--- src/rtl/prbs_ctrl_pkg.sv ---
`default_nettype none
// ============================================================================
// Module   : prbs_ctrl_pkg
// Brief    : Shared types and constants for the PRBS run controller.
// Revision : 1.0 - initial release
// ============================================================================
package prbs_ctrl_pkg;

  typedef enum logic [1:0] {
    ST_IDLE = 2'd0,
    ST_LOAD = 2'd1,
    ST_RUN  = 2'd2,
    ST_DONE = 2'd3
  } state_t;

  localparam int C_DEFAULT_CNT_W = 16;

  // Sliced down to the counter width by users; all-ones marks "no detection".
  localparam logic [63:0] C_FIRST_HIT_NONE = '1;

endpackage
`default_nettype wire

--- src/rtl/sat_counter.sv ---
`default_nettype none
// ============================================================================
// Module   : sat_counter
// Brief    : Up-counter with synchronous clear that sticks at all-ones.
// Revision : 1.0 - initial release
// ============================================================================
module sat_counter #(
  parameter int WIDTH = 16
) (
  input  logic             CLK,
  input  logic             RSTn,
  input  logic             clr,
  input  logic             inc,
  output logic [WIDTH-1:0] count,
  output logic [WIDTH-1:0] count_nxt
);

  localparam logic [WIDTH-1:0] C_ONE = WIDTH'(1);

  logic [WIDTH-1:0] r_count;
  logic             w_sat;

  assign w_sat = &r_count;

  // Next value is exported so callers can judge a result that includes
  // an increment landing on the same edge.
  always_comb begin
    count_nxt = r_count;
    if (clr) begin
      count_nxt = '0;
    end else if (inc && !w_sat) begin
      count_nxt = r_count + C_ONE;
    end
  end

  always_ff @(posedge CLK or negedge RSTn) begin
    if (!RSTn) begin
      r_count <= '0;
    end else begin
      r_count <= count_nxt;
    end
  end

  assign count = r_count;

endmodule
`default_nettype wire

--- src/rtl/prbs_run_ctrl.sv ---
`default_nettype none
// ============================================================================
// Module   : prbs_run_ctrl
// Brief    : Sequences a PRBS/pattern-detector datapath through one test run.
// Revision : 1.0 - initial release
// ============================================================================
module prbs_run_ctrl
  import prbs_ctrl_pkg::*;
#(
  parameter int CNT_W    = C_DEFAULT_CNT_W,
  parameter int MIN_HITS = 1
) (
  input  logic             CLK,
  input  logic             RSTn,
  input  logic             start,
  input  logic             abort,
  input  logic [31:0]      seed,
  input  logic [7:0]       n_cfg,
  input  logic [CNT_W-1:0] run_len,
  input  logic             pattern_detected,
  output logic             dp_rstn,
  output logic [31:0]      dp_in,
  output logic [7:0]       dp_n,
  output logic             busy,
  output logic             done,
  output logic             pass,
  output logic             aborted,
  output logic [CNT_W-1:0] hit_cnt,
  output logic [CNT_W-1:0] first_hit
);

  localparam logic [CNT_W-1:0] C_NONE     = C_FIRST_HIT_NONE[CNT_W-1:0];
  localparam logic [CNT_W-1:0] C_MIN_HITS = CNT_W'(MIN_HITS);
  localparam logic [CNT_W-1:0] C_ONE      = CNT_W'(1);

  state_t           r_state;
  state_t           w_state_nxt;
  logic             r_load_cnt;
  logic [CNT_W-1:0] r_cyc;
  logic [CNT_W-1:0] r_run_len;
  logic [CNT_W-1:0] r_first_hit;
  logic [31:0]      r_dp_in;
  logic [7:0]       r_dp_n;
  logic             r_dp_rstn;
  logic             r_pass;
  logic             r_aborted;
  logic [CNT_W-1:0] w_hits_nxt;
  logic             w_accept;
  logic             w_finish;
  logic             w_hit_inc;
  logic             w_last_cyc;

  assign w_last_cyc = (r_cyc == (r_run_len - C_ONE));
  assign w_hit_inc  = (r_state == ST_RUN) && pattern_detected;

  always_comb begin
    w_state_nxt = r_state;
    w_accept    = 1'b0;
    case (r_state)
      ST_IDLE: begin
        if (start) begin
          w_state_nxt = ST_LOAD;
          w_accept    = 1'b1;
        end
      end
      ST_LOAD: begin
        if (abort) begin
          w_state_nxt = ST_DONE;
        end else if (r_load_cnt) begin
          w_state_nxt = (r_run_len == '0) ? ST_DONE : ST_RUN;
        end
      end
      ST_RUN: begin
        if (abort || w_last_cyc) begin
          w_state_nxt = ST_DONE;
        end
      end
      ST_DONE: w_state_nxt = ST_IDLE;
      default: w_state_nxt = ST_IDLE;
    endcase
  end

  assign w_finish = (w_state_nxt == ST_DONE) && (r_state != ST_DONE);

  always_ff @(posedge CLK or negedge RSTn) begin
    if (!RSTn) begin
      r_state <= ST_IDLE;
    end else begin
      r_state <= w_state_nxt;
    end
  end

  // Datapath reset is registered from the next state so it tracks LOAD
  // exactly and releases on the first edge after RSTn deasserts.
  always_ff @(posedge CLK or negedge RSTn) begin
    if (!RSTn) begin
      r_dp_rstn  <= 1'b0;
      r_load_cnt <= 1'b0;
      r_cyc      <= '0;
      r_run_len  <= '0;
      r_dp_in    <= '0;
      r_dp_n     <= '0;
    end else begin
      r_dp_rstn  <= (w_state_nxt != ST_LOAD);
      r_load_cnt <= (r_state == ST_LOAD) ? ~r_load_cnt : 1'b0;
      r_cyc      <= (r_state == ST_RUN) ? (r_cyc + C_ONE) : '0;
      if (w_accept) begin
        r_run_len <= run_len;
        r_dp_in   <= seed;
        r_dp_n    <= n_cfg;
      end
    end
  end

  // Abort overrides the hit count even on the final RUN cycle.
  always_ff @(posedge CLK or negedge RSTn) begin
    if (!RSTn) begin
      r_pass      <= 1'b0;
      r_aborted   <= 1'b0;
      r_first_hit <= C_NONE;
    end else begin
      if (w_accept) begin
        r_pass    <= 1'b0;
        r_aborted <= 1'b0;
      end else if (w_finish) begin
        r_aborted <= abort;
        r_pass    <= !abort && (w_hits_nxt >= C_MIN_HITS);
      end
      if (w_accept) begin
        r_first_hit <= C_NONE;
      end else if (w_hit_inc && (hit_cnt == '0)) begin
        r_first_hit <= r_cyc;
      end
    end
  end

  sat_counter #(
    .WIDTH (CNT_W)
  ) u_hit_cnt (
    .CLK       (CLK),
    .RSTn      (RSTn),
    .clr       (w_accept),
    .inc       (w_hit_inc),
    .count     (hit_cnt),
    .count_nxt (w_hits_nxt)
  );

  assign dp_rstn   = r_dp_rstn;
  assign dp_in     = r_dp_in;
  assign dp_n      = r_dp_n;
  assign busy      = (r_state == ST_LOAD) || (r_state == ST_RUN);
  assign done      = (r_state == ST_DONE);
  assign pass      = r_pass;
  assign aborted   = r_aborted;
  assign first_hit = r_first_hit;

endmodule
`default_nettype wire

--- config.mk ---
export PLATFORM = sky130hd
export DESIGN_NAME = prbs_run_ctrl
export DESIGN_NICKNAME = d
export VERILOG_FILES = /design/src/rtl/prbs_ctrl_pkg.sv /design/src/rtl/sat_counter.sv /design/src/rtl/prbs_run_ctrl.sv
export SDC_FILE = /design/constraint.sdc
export NUM_CORES = 1
export LEC_CHECK = 0
export ABC_AREA = 1
export CAP_MARGIN = 15
export CORE_MARGIN = 5
export CORE_UTILIZATION = 30
export CTS_CLUSTER_DIAMETER = 120
export CTS_CLUSTER_SIZE = 24
export DETAILED_ROUTE_END_ITERATION = 10
export PLACE_DENSITY_LB_ADDON = 0.12
export SYNTH_ARGS = -nofsm -noshare
export SYNTH_HDL_FRONTEND = slang
export SYNTH_SLANG_ARGS = --single-unit
--- constraint.sdc ---
create_clock -name CLK -period 2.1 [get_ports CLK]
set_input_delay 0.21 -clock CLK [delete_from_list [all_inputs] [get_ports CLK]]
set_output_delay 0.21 -clock CLK [all_outputs]
set_load 0.005 [all_outputs]
Yosys cells after proc, flatten, opt, wreduce, memory -nomap -nowiden
Index checks and enable logic that the tools add are counted.
{"block": "word_totals", "reg_bits": 110, "latchBits": 0, "ram_bits": 0, "romBits": 0, "inputBits": 61, "output_inout_bits": 77, "wordCells": 56, "n_memories": 0}
{"block": "classes", "n_addsub": 3, "multipliers": 0, "div_mod_pow": 0, "magnitude_cmp": 1, "eq_ne": 7, "shifts": 0, "n_mux": 18, "bitwise": 1, "n_reduce_logical": 15}
{"op": "$mux W16", "n": 5}
{"op": "$add A16 B1 Y16 const B", "n": 2}
{"op": "$logic_not A16 Y1", "n": 2}
{"op": "$eq A16 B16 Y1", "n": 1}
{"op": "$ge A16 B1 Y1 const B", "n": 1}
{"op": "$reduce_and A16 Y1", "n": 1}
{"op": "$sub A16 B1 Y16 const B", "n": 1}
{"op": "$mux W1", "n": 8}
{"op": "$mux W2", "n": 4}
{"op": "$pmux W2 S4", "n": 1}
{"op": "$eq A2 B2 Y1 const B", "n": 3}
{"op": "$logic_and A1 B1 Y1", "n": 5}
{"op": "$reduce_bool A2 Y1", "n": 2}
{"op": "$eq A2 B1 Y1 const B", "n": 1}
{"op": "$logic_not A1 Y1", "n": 2}
{"op": "$logic_not A2 Y1", "n": 1}
{"op": "$logic_or A1 B1 Y1", "n": 2}
{"op": "$ne A2 B1 Y1 const B", "n": 1}
{"op": "$ne A2 B2 Y1 const B", "n": 1}
{"op": "$not A1 Y1", "n": 1}

Logic depth before layout (Yosys ltp)
{"block": "depth", "word_depth": 9, "ltp_mapped": 19, "depth_no_buf": 19}

Cells and area by module
Synthesis repeated with hierarchy kept, for this count alone.
{"block": "hier_totals", "hier_cells": 743, "area_unflattened_um2": 5699.2}
{"mod": "prbs_run_ctrl", "instances": 1, "cells_each": 590, "area_each_um2": 4635.7, "seq_area_each_um2": 2372.3}
{"mod": "sat_counter", "instances": 1, "cells_each": 153, "area_each_um2": 1063.5, "seq_area_each_um2": 400.4}

Worst setup path before layout
No wires, ideal clock.
{"block": "synth_timing", "kind": "register to register", "from": "register u_hit_cnt.r_count[0] (netlist: u_hit_cnt.count[0])", "to": "register r_pass (netlist: pass)", "setup_time_ns": 0.117, "t_arrival_ns": 1.845, "t_required_ns": 1.983, "slack_ns": 0.138, "path_stages_with_launch": 15, "path_buffers": 0, "synth_period_minus_slack_ns": 1.962, "path_cell_list": "dfrtp_1 ha_1 nand3_1 nor2_4 nand2_2 nand3_4 or2_2 nand3_1 nand2_1 nor2_1 nand2_1 nor2_1 nor2_1 nand2_1 nand2_1"}
{"block": "synth_between", "elab_chain_len": 9, "word_cells_on_any_way": 10, "classes_between": "add/sub: 1; order compare: 1; mux: 4; reduce/logical: 4"}
{"element": "start: declaration", "line": "sat_counter.sv:20", "source": "logic [WIDTH-1:0] r_count;"}
{"element": "start signal: assignment", "line": "sat_counter.sv:40", "source": "r_count <= count_nxt;"}
{"element": "branches (longest 3 deep; another with $add A16 B1 Y16)"}
{"element": "$mux W16 (*)", "line": "sat_counter.sv:31", "source": "end else if (inc && !w_sat) begin"}
{"element": "$mux W16 (*)", "line": "sat_counter.sv:29", "source": "if (clr) begin"}
{"element": "$ge A16 B1 Y1 (*)", "line": "prbs_run_ctrl.sv:127", "source": "r_pass <= !abort && (w_hits_nxt >= C_MIN_HITS);"}
{"element": "$logic_and A1 B1 Y1 (*)", "line": "prbs_run_ctrl.sv:127"}
{"element": "$mux W1 (*)", "line": "prbs_run_ctrl.sv:125", "source": "end else if (w_finish) begin"}
{"element": "$mux W1 (*)", "line": "prbs_run_ctrl.sv:122", "source": "if (w_accept) begin"}
{"element": "end signal: assignment", "line": "prbs_run_ctrl.sv:127"}
{"element": "end: declaration", "line": "prbs_run_ctrl.sv:45", "source": "logic r_pass;"}
Mark *: on every way between the ends. The select of a mux whose other input is x is not followed.
A chain may end at the register's enable or synchronous reset.

Worst setup path after layout
{"block": "layout_timing", "from": "register r_run_len[0]", "to": "register r_aborted (netlist: aborted)"}
{"block": "layout_between", "elab_chain_len": 8, "word_cells_on_any_way": 12, "classes_between": "add/sub: 1; eq/ne: 2; mux: 5; reduce/logical: 4"}
{"element": "start: declaration", "line": "prbs_run_ctrl.sv:40", "source": "logic [CNT_W-1:0] r_run_len;"}
{"element": "start signal: assignment", "line": "prbs_run_ctrl.sv:108", "source": "r_run_len <= run_len;"}
{"element": "$sub A16 B1 Y16 or $logic_not A16 Y1 (tied branches)", "line": "prbs_run_ctrl.sv:53, prbs_run_ctrl.sv:70"}
{"element": "$eq A16 B16 Y1 or $mux W1 (tied branches)", "line": "prbs_run_ctrl.sv:53, prbs_run_ctrl.sv:70"}
{"element": "$logic_or A1 B1 Y1 or $mux W2 (tied branches)", "line": "prbs_run_ctrl.sv:74, prbs_run_ctrl.sv:69"}
{"element": "$mux W2, on equally long branches", "line": "prbs_run_ctrl.sv:74, prbs_run_ctrl.sv:67"}
{"element": "$pmux W2 S4 (*)", "line": "prbs_run_ctrl.sv:59", "source": "case (r_state)"}
{"element": "$eq A2 B2 Y1 (*)", "line": "prbs_run_ctrl.sv:83", "source": "assign w_finish = (w_state_nxt == ST_DONE) && (r_state != ST_DONE);"}
{"element": "$logic_and A1 B1 Y1 (*)", "line": "prbs_run_ctrl.sv:83"}
{"element": "$reduce_bool A2 Y1 (no line) (*)"}
{"element": "end signal: assignment", "line": "prbs_run_ctrl.sv:126", "source": "r_aborted <= abort;"}
{"element": "end: declaration", "line": "prbs_run_ctrl.sv:46", "source": "logic r_aborted;"}
Mark *: on every way between the ends. The rest lies on a longest branch, timed or not.

==> impl_metrics.yaml <==
route:
  via_count: 5281
  antenna_left: 0
  firstDrtPassIters: 4
  drc: 0
  drt_iter0_drc: 200
  wl_per_cell_um: 13.8
  viasPerCell: 4.51
  wirelength_um: 16200
clocking:
  clk_path_buf_depth: 2
  cts_buffers: 9
  clk_latency_ns: 0.37
  clkSlewWorstSetupHoldPaths_ns: 0.08
  htree_levels: 3
  cts_tree: "done"
  cts.sink_count: 110
  cts-root-buf: "clkbuf_16"
critical_path:
  cp_slowest_cell: "dfrtp_1"
  crit_fanout: 3
  crit_type: "reg -> reg"
  end_kind: "register"
  path_common_cell: "nand2_1"
  required_ns: 2.40
  critPathArrivalTime_ns: 2.33
  worst_path_largest_cell_delay_ns: 0.39
  crit_chain: "buf_4 > buf_4 > nor2_2 > nand2_1 > nand2_1 > nand2_1 > nor2_1 > nand2_1 > nor2_1 > nand3_1 > o21bai_1 > nand2_1 > nand2_1 > nand3_2 > nand2_2 > nand2_2 > nand2_2"
  crit_family: "simple AND/OR/NAND/NOR gates"
  cp-start-kind: "register"
  cp.buffers_inverters: 2
place:
  gp_congestion: 0.823
  place_worst_setup_slack_ns: -0.00270
  hpwlAfterDp_um: 12000
  placed_cells: 1142
  io_buffer_count: 137
synthesis:
  synthCells: 753
  syn_area_per_cell_um2: 7.53
  synth_seq_area_share_pct: 48.9
  synthArstFlopShare_pct: 100
  synth-edff-count: 0
  yosysUniqueCellTypes: 32
  synth_flop_cell: "dfrtp_1"
  syn-num-nets: 823
  syn-cell-area_um2: 5670
  synth_warnings: 0
  ys_ff_latch: 110
timing:
  slew_violations: 0
  hold_violations: 0
  skew_ns: 0.0162
  fin_crit_sh_pct: 96.7
  tightest_slew_ns: 0.453
  finalCriticalPeriod_ns: 2.03
  rsz0062_at_grt: "yes"
  setup_viol: 0
  whs_ns: 0.335
  setup_slack_ns: 0.0690
  max_freq_ghz: 0.492
  slew_headroom_pct: 69.7
global_routing:
  grtUsageTotal_pct: 14.6
  gr-total-overflow: 0
  grt_pass1_vias: 5053
  grt_max_degree: 59
  grt_pass1_wl_um: 25700
  grt_antenna_before_repair: 0
power_and_ir_drop:
  power_mw: 9.53
  swShare_pct: 36.7
  seqPwrFrac_pct: 35.8
  power_switching_mw: 3.50
  intPower_mw: 6.03
  vdd_ir_drop_max_v: 0.000592
  power_density_nw_per_um2: 1170
  leakage_nw: 3.80
  comb_power_share_pct: 46.0
  power_frac_clock_pct: 18.2
die:
  die-area_um2: 21700
  die_x_um: 147
  die_h_um: 147
  core_area_um2: 18600
  initial_core_util_pct: 30.4
  ioPinCount: 138
  rows: 50
hold_path:
  hold_path.class: "in -> async"
final_layout:
  area_growth_pct: 44.2
  fill_cells: 1961
  antenna_cells: 0
  layout_commonest_cell: "nand2_1"
  final_nets: 1002
  drive_gt1_share_pct: 14.9
  final_cell_mix: "nand2_1 (272), clkdlybuf4s50_1 (136), dfrtp_1 (93), inv_1 (84), o21ai_0 (62)"
  final_cell_count_no_fill: 1171
flow_run:
  drv_cap: 0
status:
  outcome: "complete, no violations"
==> final timing paths <==
check	start	endpoint	slack, ns	cells after the start
worst max-delay path	r_run_len[0]	aborted	0.07	17
worst min-delay path	RSTn	dp_in[16]	0.33	2
worst max register to register	r_run_len[0]	aborted	0.07	17
worst min register to register	dp_in[10]	dp_in[10]	0.48	2
max in group asynchronous	RSTn	u_hit_cnt.count[2]	1.13	3
min in group CLK	seed[0]	dp_in[0]	0.38	3
==> worst reg2reg max path, delay by kind of cell, from the launching register on <==
kind,cells,cell delay [ns]
AOI/OAI and AO/OA,1,0.14
buffers and inverters,2,0.27
DFF,1,0.39
and+or+nand+nor,14,1.18
==> state kept, by name, indices dropped and copies added (netlist names) <==
| signal | flops |
|---|---|
| r_state | 2 |
| r_cyc | 16 |
| u_hit_cnt.count | 16 |
| dp_n | 8 |
| dp_rstn | 1 |
| pass | 1 |
| r_load_cnt | 1 |
| r_run_len | 16 |
| dp_in | 32 |
| aborted | 1 |
| first_hit | 16 |
==> power by group through the flow <==
stage                     clock network [mW]  logic [mW]  registers, mW
after floorplan                            0        1.98           3.43
after global placement                     0        4.18           3.42
after detailed placement                   0        4.18           3.43
after CTS                               1.80        4.22           3.40
after global routing                    1.90        4.89           3.52
final                                   1.74        4.38           3.41
==> final cells by class <==
cell class,instances,area [um^2],area share [%]
Inverter,93,354,4.33
Clock buffer,12,268,3.28
Multi-Input combinational cell,529,2620,32.1
Timing Repair Buffer,189,1840,22.5
Tap cell,234,293,3.58
Sequential cell,110,2770,33.9
Clock inverter,4,27.5,0.337
==> layer usage <==
layer / wire length [um] / share of wire, % / vias to the layer above / track usage [%]
met2: 7840 / 48 / 92 / 24.5
met3: 679 / 4.2 / 16 / 2.97
met1: 7470 / 46 / 2463 / 19.3
li1: - / - / 2710 / -
met4: 201 / 1.2 / 0 / 4.10
met5: 0 / 0 / - / 0
==> what timing repair did <==
action	in CTS	in global routing
endpoints found under the hold margin	25	0
pin swaps	0	22
gates cloned	0	1
buffers inserted	0	11
setup endpoints to repair	2	21
gates resized for setup	2	50
hold buffers	1	0
==> stage by stage <==
step	utilization (%)	cell area (um^2)	setup TNS (ns)
final	43.9	8180	0
after global routing	43.9	8180	-0.546
after CTS	42.5	7930	0
after detailed placement	40.8	7610	-0.00435
after global placement	40.8	7610	0
after floorplan	-	5670	0
==> cell usage after synthesis (9+ instances only) <==
cell / number / share of area [%]
ha_1: 9 / 2.0
dfstp_2: 16 / 7.4
nand4_1: 12 / 1.3
o21ai_0: 63 / 5.6
dfrtp_1: 94 / 41
nor2_1: 58 / 3.8
a21oi_1: 10 / 0.88
nand3_1: 35 / 3.1
inv_1: 91 / 6.0
clkbuf_1: 20 / 1.3
nand2_1: 282 / 19
nor3_1: 13 / 1.1
==> cell families (layout without fill, tap and decap cells) <==
family | Yosys count | in the layout | synth area share [%]
and+or+nand+nor | 420 | 421 | 30.9
xor gates and xnor gates | 15 | 15 | 2.32
adders and majority gates | 9 | 9 | 1.99
DFF | 110 | 110 | 48.9
AOI/OAI and AO/OA | 84 | 84 | 7.97
buffers and inverters | 115 | 298 | 7.92
(Power assumes the default switching activity.)
